**src/rtl/rf_read_arbiter.sv**
```systemverilog
// Round-robin arbiter sharing the register file's rs1/rs2 read ports among
// NUM_REQ dispatch slots, with commit-write bypass and a registered response.
module rf_read_arbiter #(
  parameter int NUM_REQ = 4,
  parameter int ID_W    = 2
) (
  input  logic                 clk,
  input  logic                 reset,
  input  logic [NUM_REQ-1:0]   req_valid,
  input  logic [5*NUM_REQ-1:0] req_rs1,
  input  logic [5*NUM_REQ-1:0] req_rs2,
  output logic [NUM_REQ-1:0]   req_ready,
  output logic [4:0]           rf_rs1,
  output logic [4:0]           rf_rs2,
  input  logic [31:0]          rf_rs1_data,
  input  logic [31:0]          rf_rs2_data,
  input  logic                 cm_regwrite,
  input  logic [4:0]           cm_rd,
  input  logic [31:0]          cm_wdata,
  input  logic                 flush,
  output logic                 resp_valid,
  output logic [ID_W-1:0]      resp_id,
  output logic [31:0]          resp_rs1_data,
  output logic [31:0]          resp_rs2_data,
  input  logic                 resp_ready
);

  logic [4:0] rs1_arr [NUM_REQ];
  logic [4:0] rs2_arr [NUM_REQ];

  generate
    for (genvar gi = 0; gi < NUM_REQ; gi++) begin : g_slice
      assign rs1_arr[gi] = req_rs1[5*gi +: 5];
      assign rs2_arr[gi] = req_rs2[5*gi +: 5];
    end
  endgenerate

  logic            resp_valid_reg;
  logic [ID_W-1:0] resp_id_reg;
  logic [31:0]     resp_rs1_data_reg;
  logic [31:0]     resp_rs2_data_reg;
  logic [ID_W-1:0] ptr_reg;
  logic [ID_W-1:0] ptr_next;

  logic               can_load;
  logic               grant_en;
  logic               grant_any;
  logic [ID_W-1:0]    grant_id;
  logic [NUM_REQ-1:0] grant_oh;
  int                 idx;

  assign can_load = !resp_valid_reg || resp_ready;
  assign grant_en = can_load && !flush && !reset;

  // Search upward from ptr with wrap; first valid requester wins.
  always_comb begin
    grant_any = 1'b0;
    grant_id  = '0;
    grant_oh  = '0;
    idx       = 0;
    for (int i = 0; i < NUM_REQ; i++) begin
      idx = int'(ptr_reg) + i;
      if (idx >= NUM_REQ) idx = idx - NUM_REQ;
      if (grant_en && !grant_any && req_valid[idx]) begin
        grant_any = 1'b1;
        grant_id  = ID_W'(idx);
      end
    end
    if (grant_any) grant_oh[grant_id] = 1'b1;
  end

  assign req_ready = grant_oh;

  always_comb begin
    ptr_next = ptr_reg;
    if (grant_any) begin
      if (grant_id == ID_W'(NUM_REQ - 1)) ptr_next = '0;
      else                                ptr_next = grant_id + ID_W'(1);
    end
  end

  assign rf_rs1 = grant_any ? rs1_arr[grant_id] : 5'd0;
  assign rf_rs2 = grant_any ? rs2_arr[grant_id] : 5'd0;

  // The register file captures the commit write at this same edge, so its
  // read data is stale for a matching index; forward the write instead.
  logic        byp1;
  logic        byp2;
  logic [31:0] rs1_val;
  logic [31:0] rs2_val;

  assign byp1 = cm_regwrite && (cm_rd != 5'd0) && (cm_rd == rf_rs1);
  assign byp2 = cm_regwrite && (cm_rd != 5'd0) && (cm_rd == rf_rs2);

  always_comb begin
    rs1_val = rf_rs1_data;
    rs2_val = rf_rs2_data;
    if (rf_rs1 == 5'd0) rs1_val = 32'd0;
    else if (byp1)      rs1_val = cm_wdata;
    if (rf_rs2 == 5'd0) rs2_val = 32'd0;
    else if (byp2)      rs2_val = cm_wdata;
  end

  always_ff @(posedge clk) begin
    if (reset) begin
      ptr_reg           <= '0;
      resp_valid_reg    <= 1'b0;
      resp_id_reg       <= '0;
      resp_rs1_data_reg <= 32'd0;
      resp_rs2_data_reg <= 32'd0;
    end else begin
      ptr_reg <= ptr_next;
      if (grant_any) begin
        resp_valid_reg    <= 1'b1;
        resp_id_reg       <= grant_id;
        resp_rs1_data_reg <= rs1_val;
        resp_rs2_data_reg <= rs2_val;
      end else if (resp_ready || flush) begin
        resp_valid_reg <= 1'b0;
      end
    end
  end

  assign resp_valid    = resp_valid_reg;
  assign resp_id       = resp_id_reg;
  assign resp_rs1_data = resp_rs1_data_reg;
  assign resp_rs2_data = resp_rs2_data_reg;

endmodule

```
**config.mk**
```make
export PLATFORM = sky130hd
export DESIGN_NAME = rf_read_arbiter
export DESIGN_NICKNAME = d
export VERILOG_FILES = /design/src/rtl/rf_read_arbiter.sv
export SDC_FILE = /design/constraint.sdc
export NUM_CORES = 1
export LEC_CHECK = 0
export ABC_AREA = 1
export CAP_MARGIN = 10
export CORE_AREA = 2 2 101 103
export CTS_CLUSTER_DIAMETER = 30
export DETAILED_ROUTE_END_ITERATION = 12
export DIE_AREA = 0 0 103 105
export DONT_BUFFER_PORTS = 1
export GPL_ROUTABILITY_DRIVEN = 0
export GPL_TIMING_DRIVEN = 0
export PLACE_DENSITY = 0.7
export SLEW_MARGIN = 20
export SYNTH_ARGS = -nofsm -noshare
export SYNTH_HDL_FRONTEND = slang
export SYNTH_SLANG_ARGS = --single-unit
```
**constraint.sdc**
```tcl
create_clock -name clk -period 5.5 [get_ports clk]
set_clock_uncertainty 0.2 [all_clocks]
set_input_delay 1.375 -clock clk [delete_from_list [all_inputs] [get_ports clk]]
set_output_delay 1.375 -clock clk [all_outputs]
set_load 0.02 [all_outputs]
```
=== Yosys cells after proc, flatten, opt, wreduce, memory -nomap -nowiden ===
Cells that the tools add are included.

* Flip-flop bits (word level): 69
* Output and inout port bits: 81
* Logic and storage cells: 95

* Add/subtract/negate cells: 8
* Order comparisons: 11
* Eq/ne operators: 3
* Muxes and demuxes: 42
* Bitwise gates (word level): 1
* Reduce and logical (&&, ||, !) cells: 25

{| class="wikitable"
|+ Operators with widths
! cell !! number
|-
| 32-bit two-way mux || 8
|-
| 32-bit by 4-bit less-than comparator with 1-bit output, second input constant || 4
|-
| 5-bit two-way mux || 6
|-
| 5-bit binary-select mux with 2-bit select || 2
|-
| 1-bit two-way mux || 15
|-
| 1-bit logical AND || 13
|-
| 3-bit greater-or-equal comparator, second input constant || 4
|-
| 3-bit by 3-bit subtractor with 4-bit output, second input constant || 3
|-
| 5-bit == test || 2
|-
| 5-bit zero test || 2
|-
| 2-bit two-way mux || 5
|-
| 1-bit binary-select mux with 2-bit select || 4
|-
| 2-bit by 2-bit adder with 3-bit output, second input constant || 2
|-
| 1-bit zero test || 6
|-
| 5-bit nonzero test || 1
|-
| 4-bit two-way mux || 1
|-
| 2-bit by 3-bit subtractor with 4-bit output, second input constant || 1
|-
| 2-bit by 1-bit adder with 3-bit output, second input constant || 1
|-
| 2-bit by 3-bit greater-or-equal comparator with 1-bit output, second input constant || 1
|-
| 2-bit by 3-bit less-than comparator with 1-bit output, second input constant || 1
|-
| 2-bit inverter with 3-bit output || 1
|-
| 2-bit by 1-bit adder with 2-bit output, second input constant || 1
|-
| 1-bit demux with 2-bit select || 1
|-
| 2-bit == test, second input constant || 1
|-
| other kinds (3) || 4
|}

=== Logic depth before layout (Yosys ltp) ===
* Depth in word-level cells: 28
* Gate-level depth with buffers: 24
* Gate-level depth less buffers: 21

=== Worst setup path before layout ===
Ideal clock, no wire load.

* Kind: input port to output port
* Start: input port flush
* End: output port req_ready[0]
* Arrival time: 2,992 ps
* Data required time: 3,925 ps
* Setup slack: 933 ps
* Cell stages on the path: 10
* Buffers on the path: 2
* Path through: or2_1 > nor2_4 > nand4_2 > inv_1 > nand2_1 > nand4_2 > inv_1 > clkbuf_1 > clkbuf_1 > nor2_1

* Word-level cells in the longest chain between the ends: 22

{| class="wikitable"
|+ RTL lines
! element !! line !! source
|-
| start, declared || 20 || <nowiki>input logic flush,</nowiki>
|-
| 1-bit zero test * || 53 || <nowiki>assign grant_en = can_load && !flush && !reset;</nowiki>
|-
| 1-bit logical AND * (2 in a row) || 53 ||
|-
| 1-bit logical AND || 64 || <nowiki>if (grant_en && !grant_any && req_valid[idx]) begin</nowiki>
|-
| 1-bit two-way mux || 64 ||
|-
| 1-bit zero test || 64 ||
|-
| 1-bit logical AND (2 in a row) || 64 ||
|-
| 1-bit two-way mux || 64 ||
|-
| 1-bit zero test || 64 ||
|-
| (+3 left out) || - ||
|-
| 1-bit zero test || 64 ||
|-
| 1-bit logical AND (2 in a row) || 64 ||
|-
| 2-bit two-way mux || 64 ||
|-
| 2-bit by 3-bit less-than comparator with 1-bit output (implied by the code) / 2-bit by 1-bit greater-or-equal comparator with 1-bit output (equally long branches) || 69 || <nowiki>if (grant_any) grant_oh[grant_id] = 1'b1;</nowiki>
|-
| 1-bit logical AND (implied by the code) || 69 ||
|-
| 1-bit two-way mux (implied by the code) || 69 ||
|-
| 1-bit demux with 2-bit select || 69 ||
|-
| 4-bit two-way mux * || 69 ||
|-
| end, declared || 12 || <nowiki>output logic [NUM_REQ-1:0] req_ready,</nowiki>
|}

Mark *: on every way between the ends. The rest lies on a longest branch, timed or not.

=== Final worst setup path ===
* Start: input port req_valid[3]
* End: output port req_ready[2]

* Word-level cells in the longest chain between the ends: 22

{| class="wikitable"
|+ RTL lines
! element !! line !! source
|-
| start, declared || 9 || <nowiki>input logic [NUM_REQ-1:0] req_valid,</nowiki>
|-
| 1-bit binary-select mux with 2-bit select || 64 ||
|-
| 1-bit two-way mux (implied by the code) (2 in a row) || 64 ||
|-
| 1-bit logical AND || 64 ||
|-
| 1-bit two-way mux || 64 ||
|-
| 1-bit zero test || 64 ||
|-
| 1-bit logical AND (2 in a row) || 64 ||
|-
| 1-bit two-way mux || 64 ||
|-
| 1-bit zero test || 64 ||
|-
| (+3 left out) || - ||
|-
| 1-bit zero test || 64 ||
|-
| 1-bit logical AND (2 in a row) || 64 ||
|-
| 2-bit two-way mux || 64 ||
|-
| 2-bit by 3-bit less-than comparator with 1-bit output (implied by the code) / 2-bit by 1-bit greater-or-equal comparator with 1-bit output (equally long branches) || 69 ||
|-
| 1-bit logical AND (implied by the code) || 69 ||
|-
| 1-bit two-way mux (implied by the code) || 69 ||
|-
| 1-bit demux with 2-bit select || 69 ||
|-
| 4-bit two-way mux * || 69 ||
|}

Mark *: on every way between the ends. The rest lies on a longest branch, timed or not. The select of a mux whose other input is x is not followed.

==> impl_results.html <==
<table>
<tr><th>Metric</th><th>Value</th></tr>
<tr><th colspan="2">Status</th></tr>
<tr><td>Result of the run</td><td>finished, final reports clean</td></tr>
<tr><th colspan="2">Finish</th></tr>
<tr><td>Number of nets in the final layout</td><td>947</td></tr>
<tr><td>Storage element area</td><td>between 0.001 and 0.0015 sq mm</td></tr>
<tr><td>Share of post-route cells with drive strength above 1</td><td>a little under a tenth</td></tr>
<tr><td>Area growth syn-to-layout</td><td>7.64%</td></tr>
<tr><td>Area occupied by multi-input gates</td><td>0.00257 sq mm</td></tr>
<tr><td>Number of fillers in the final layout</td><td>roughly 1100</td></tr>
<tr><td># diodes</td><td>0</td></tr>
<tr><th colspan="2">Synthesis</th></tr>
<tr><td>Number of distinct standard cells referenced by the synthesized netlist</td><td>27</td></tr>
<tr><td>Synthesized-area fraction occupied by adder cells</td><td>about 1.1%</td></tr>
<tr><td>Compound-gate portion of the synthesized area</td><td>7.67%</td></tr>
<tr><td>Commonest cells in the netlist</td><td>nand2_1, inv_1, nand3_1, dfxtp_1, a21oi_1</td></tr>
<tr><td>Yosys warning count</td><td>0</td></tr>
<tr><td>Share of the synthesized area in the top cell type</td><td>29.0%</td></tr>
<tr><td>Xor/xnor cell area share of the yosys netlist</td><td>0%</td></tr>
<tr><td>Share of synthesized registers carrying an async set or reset</td><td>0%</td></tr>
<tr><td>Synthesized netlist net count</td><td>936</td></tr>
<tr><td>EDFF count, synth</td><td>0</td></tr>
<tr><td>Multiplexer area fraction after synthesis</td><td>0%</td></tr>
<tr><td>Post-synth top flop</td><td>dfxtp_1</td></tr>
<tr><td>Biggest area consumer among synthesized cells</td><td>dfxtp_1</td></tr>
<tr><td>Post-synthesis instance total</td><td>782</td></tr>
<tr><td>Share of the yosys chip area belonging to registers</td><td>between 20 and 30%</td></tr>
<tr><td>Post-synthesis share of cell area spent on and, or, nand and nor gates</td><td>~45%</td></tr>
<tr><td>Synthesis-stage register bit count</td><td>between 60 and 70</td></tr>
<tr><td>Netlist Area Pre-Place</td><td>between 0.004 and 0.005 sq mm</td></tr>
<tr><td>Average footprint of a synthesized cell</td><td>just over 6 sq um</td></tr>
<tr><td>Largest cells by area after synthesis</td><td>dfxtp_1, nand2_1, nand3_1, inv_1, a21oi_1</td></tr>
<tr><td>Largest family of logic cells by synthesized area</td><td>simple AND/OR/NAND/NOR gates</td></tr>
<tr><td>Most frequent cell after synthesis</td><td>nand2_1</td></tr>
<tr><th colspan="2">Critical path</th></tr>
<tr><td>Arrival time of data at the critical path endpoint</td><td>3450 ps</td></tr>
<tr><td>Worst endpoint required time</td><td>3920 ps</td></tr>
<tr><td>Class of the most critical setup path</td><td>in2out</td></tr>
<tr><td>Critical path fanouts, max</td><td>10</td></tr>
<tr><td>Type of destination of the critical path</td><td>output pin</td></tr>
<tr><td>Type of origin of the critical path</td><td>primary input</td></tr>
<tr><th colspan="2">Floorplan</th></tr>
<tr><td>Std-Cell Core Area</td><td>~0.0096 sq mm</td></tr>
<tr><td>DIE HEIGHT</td><td>about 110 um</td></tr>
<tr><td>Initial standard-cell utilization of the core</td><td>roughly 49%</td></tr>
<tr><td>Die Footprint</td><td>0.0108 sq mm</td></tr>
<tr><td>Die X</td><td>just over 100 um</td></tr>
<tr><td># IOs</td><td>231</td></tr>
<tr><td>Cell Rows</td><td>36</td></tr>
<tr><th colspan="2">Pwr</th></tr>
<tr><td>Proportion of power drawn by the clock network</td><td>12.4%</td></tr>
<tr><td>Combinational cell fraction of total power</td><td>about three fifths</td></tr>
<tr><td>Switching power share of the total</td><td>between 50% and 60%</td></tr>
<tr><td>Power Dens Cells</td><td>~670 mW/mm^2</td></tr>
<tr><td>Leak</td><td>between 2 and 3 nW</td></tr>
<tr><td>Maximum vdd ir drop</td><td>about 0.32 mV</td></tr>
<tr><td>Share of total power in sequential cells</td><td>about 28%</td></tr>
<tr><td>Reported net switching power</td><td>between 1.5 and 2 mW</td></tr>
<tr><td>Cell-internal power</td><td>roughly 1.5 mW</td></tr>
<tr><td>Overall power of the completed layout</td><td>3.44 mW</td></tr>
<tr><th colspan="2">STA</th></tr>
<tr><td>Max-slew violation count</td><td>0</td></tr>
<tr><td>Share of the clock period used by the worst path after layout</td><td>91.4%</td></tr>
<tr><td>Worst hold slack</td><td>~370 ps</td></tr>
<tr><td>Setup WS post-layout</td><td>~470 ps</td></tr>
<tr><td>Endpoints failing setup</td><td>0</td></tr>
<tr><td>Relative slew margins</td><td>about three fifths</td></tr>
<tr><td>Setup TNS</td><td>0 ps</td></tr>
<tr><td>Minimum period implied by the final worst setup slack</td><td>approximately 5000 ps</td></tr>
<tr><td>Maximum clock rate</td><td>roughly 200 MHz</td></tr>
<tr><td>Actual slew at the worst max-slew pin</td><td>576 ps</td></tr>
<tr><td>Hold violation count in the final report</td><td>0</td></tr>
<tr><td>Unrepaired setup endpoints after global routing</td><td>no</td></tr>
<tr><th colspan="2">Detailed routing</th></tr>
<tr><td>DRC violations left</td><td>0</td></tr>
<tr><td>Initial DRC Count</td><td>between 200 and 250</td></tr>
<tr><td>Wire length reported by the detailed router</td><td>roughly 15000 um</td></tr>
<tr><td>Overall via count from detail_route</td><td>~5100</td></tr>
<tr><td>Average via count per standard cell</td><td>approximately 5.5</td></tr>
<tr><td>Remaining number of nets flagged by the antenna check after routing</td><td>0</td></tr>
<tr><td>Post-DR wirelength/cell</td><td>between 15 and 20 um</td></tr>
<tr><td>Router iterations before antenna repair</td><td>5</td></tr>
<tr><th colspan="2">Clock network</th></tr>
<tr><td>Post-cts sizing count</td><td>0</td></tr>
<tr><td>TritonCTS clock tree</td><td>built</td></tr>
<tr><td>Clock Tree Buf Depth</td><td>2</td></tr>
<tr><td>Clock root buffer master</td><td>clkbuf_8</td></tr>
<tr><td>Clock transition at the registers of the reported paths</td><td>70 ps</td></tr>
<tr><td>Clock buffers created by TritonCTS</td><td>9</td></tr>
<tr><td>Clock latency on the worst-skew pair</td><td>about 340 ps</td></tr>
<tr><td>H-Tree Level Count</td><td>3</td></tr>
<tr><td>Postcts setup bufs</td><td>0</td></tr>
<tr><td>Number of hold buffers added after cts</td><td>0</td></tr>
<tr><td>Number of sinks on the clock net</td><td>between 60 and 70</td></tr>
<tr><th colspan="2">Global route</th></tr>
<tr><td>Maximum number of pins on one net before global-route repair</td><td>14</td></tr>
<tr><td>Via count of the first global-routing pass</td><td>approximately 4800</td></tr>
<tr><td>Total congestion overflow</td><td>0</td></tr>
<tr><td>Antenna violations before repair</td><td>0</td></tr>
<tr><td>Overall routing resource usage</td><td>27.3%</td></tr>
<tr><td>Global-route wire length before repair</td><td>between 20000 and 25000 um</td></tr>
<tr><th colspan="2">Place</th></tr>
<tr><td>Pre-CTS worst setup slack</td><td>between 400 and 500 ps</td></tr>
<tr><td>Buffers on Ports</td><td>0</td></tr>
<tr><td>Total half-perimeter wirelength after legalization and detailed placement</td><td>approximately 12000 um</td></tr>
<tr><th colspan="2">Hold path</th></tr>
<tr><td>Class of the tightest hold or removal check</td><td>reg2reg</td></tr>
<tr><th colspan="2">Run</th></tr>
<tr><td>Max-capacitance violation count</td><td>0</td></tr>
</table>
## power groups by stage
stage                     clock network, mW  registers [mW]  logic (mW)
after floorplan                           0           0.944        1.57
after global placement                    0           0.983        1.96
after detailed placement                  0           0.986        2.02
after CTS                             0.439           0.976        2.03
after global routing                  0.462           0.993        2.28
final                                 0.427           0.974        2.04
## placed cells by master, fill, tap and decap left out, types with 2 or more instances in the layout
| cell type | instances |
|---|---|
| a21oi_1 | 66 |
| nor2_1 | 14 |
| nand3_1 | 135 |
| nand2_1 | 221 |
| o21ai_0 | 3 |
| clkbuf_1 | 21 |
| inv_1 | 135 |
| inv_2 | 3 |
| buf_2 | 18 |
| clkinv_4 | 2 |
| inv_6 | 2 |
| nor2_4 | 7 |
| nand4_1 | 44 |
| dfxtp_1 | 69 |
| nand4_2 | 3 |
| ha_1 | 4 |
| clkbuf_8 | 9 |
| nand2_2 | 7 |
| nand2_4 | 4 |
| nand3_2 | 4 |
| clkinv_2 | 2 |
| buf_6 | 10 |
| nand3b_1 | 6 |
## cells by family after synthesis
logic type               after synthesis
AO/OA/AOI/OAI                         72
flip-flops                            69
adder cells (fa/ha/maj)                4
AND/OR/NAND/NOR                      448
buffers and inverters                189
## layer usage
metal / GRT usage [%] / part of all wire, % / routed length (um)
met5: 0 / 0 / 0
met3: 7.02 / 8.8 / 1320
met1: 35.7 / 42 / 6290
met2: 44.1 / 47 / 7120
met4: 7.52 / 2.1 / 309
## worst paths after layout
check                    start                 to  slack (ps)  depth (start not counted)
max               req_valid[3]       req_ready[2]         470                         11
min          resp_rs2_data[16]  resp_rs2_data[16]         370                          2
max reg2reg         resp_valid  resp_rs2_data[10]        2050                         17
min reg2reg  resp_rs2_data[16]  resp_rs2_data[16]         370                          2
## area by class of cell
type / instances / share of cell area (%)
clock inverters: 7 / 1.44
clock buffers: 9 / 2.41
inverters: 139 / 10.3
plain buffers: 50 / 5.63
multi-input cells: 524 / 50.1
flip-flops and latches: 69 / 26.9
well taps: 133 / 3.24
## critical path: stages
cell	delay [ps]
nand2_1	50
nand3_1	140
nand2_2	110
nand4_2	140
inv_1	50
nand2_1	100
nand4_2	260
inv_1	150
clkbuf_1	400
clkbuf_1	450
nor2_1	220
## stage by stage
stage	cells	utilization, %	area [sq um]
after floorplan	782	-	4770
after global placement	915	51.2	4930
after detailed placement	915	51.2	4930
after CTS	931	53.2	5130
after global routing	931	53.2	5130
final	931	53.2	5130
Note: power is estimated with default switching activity, not from simulation.
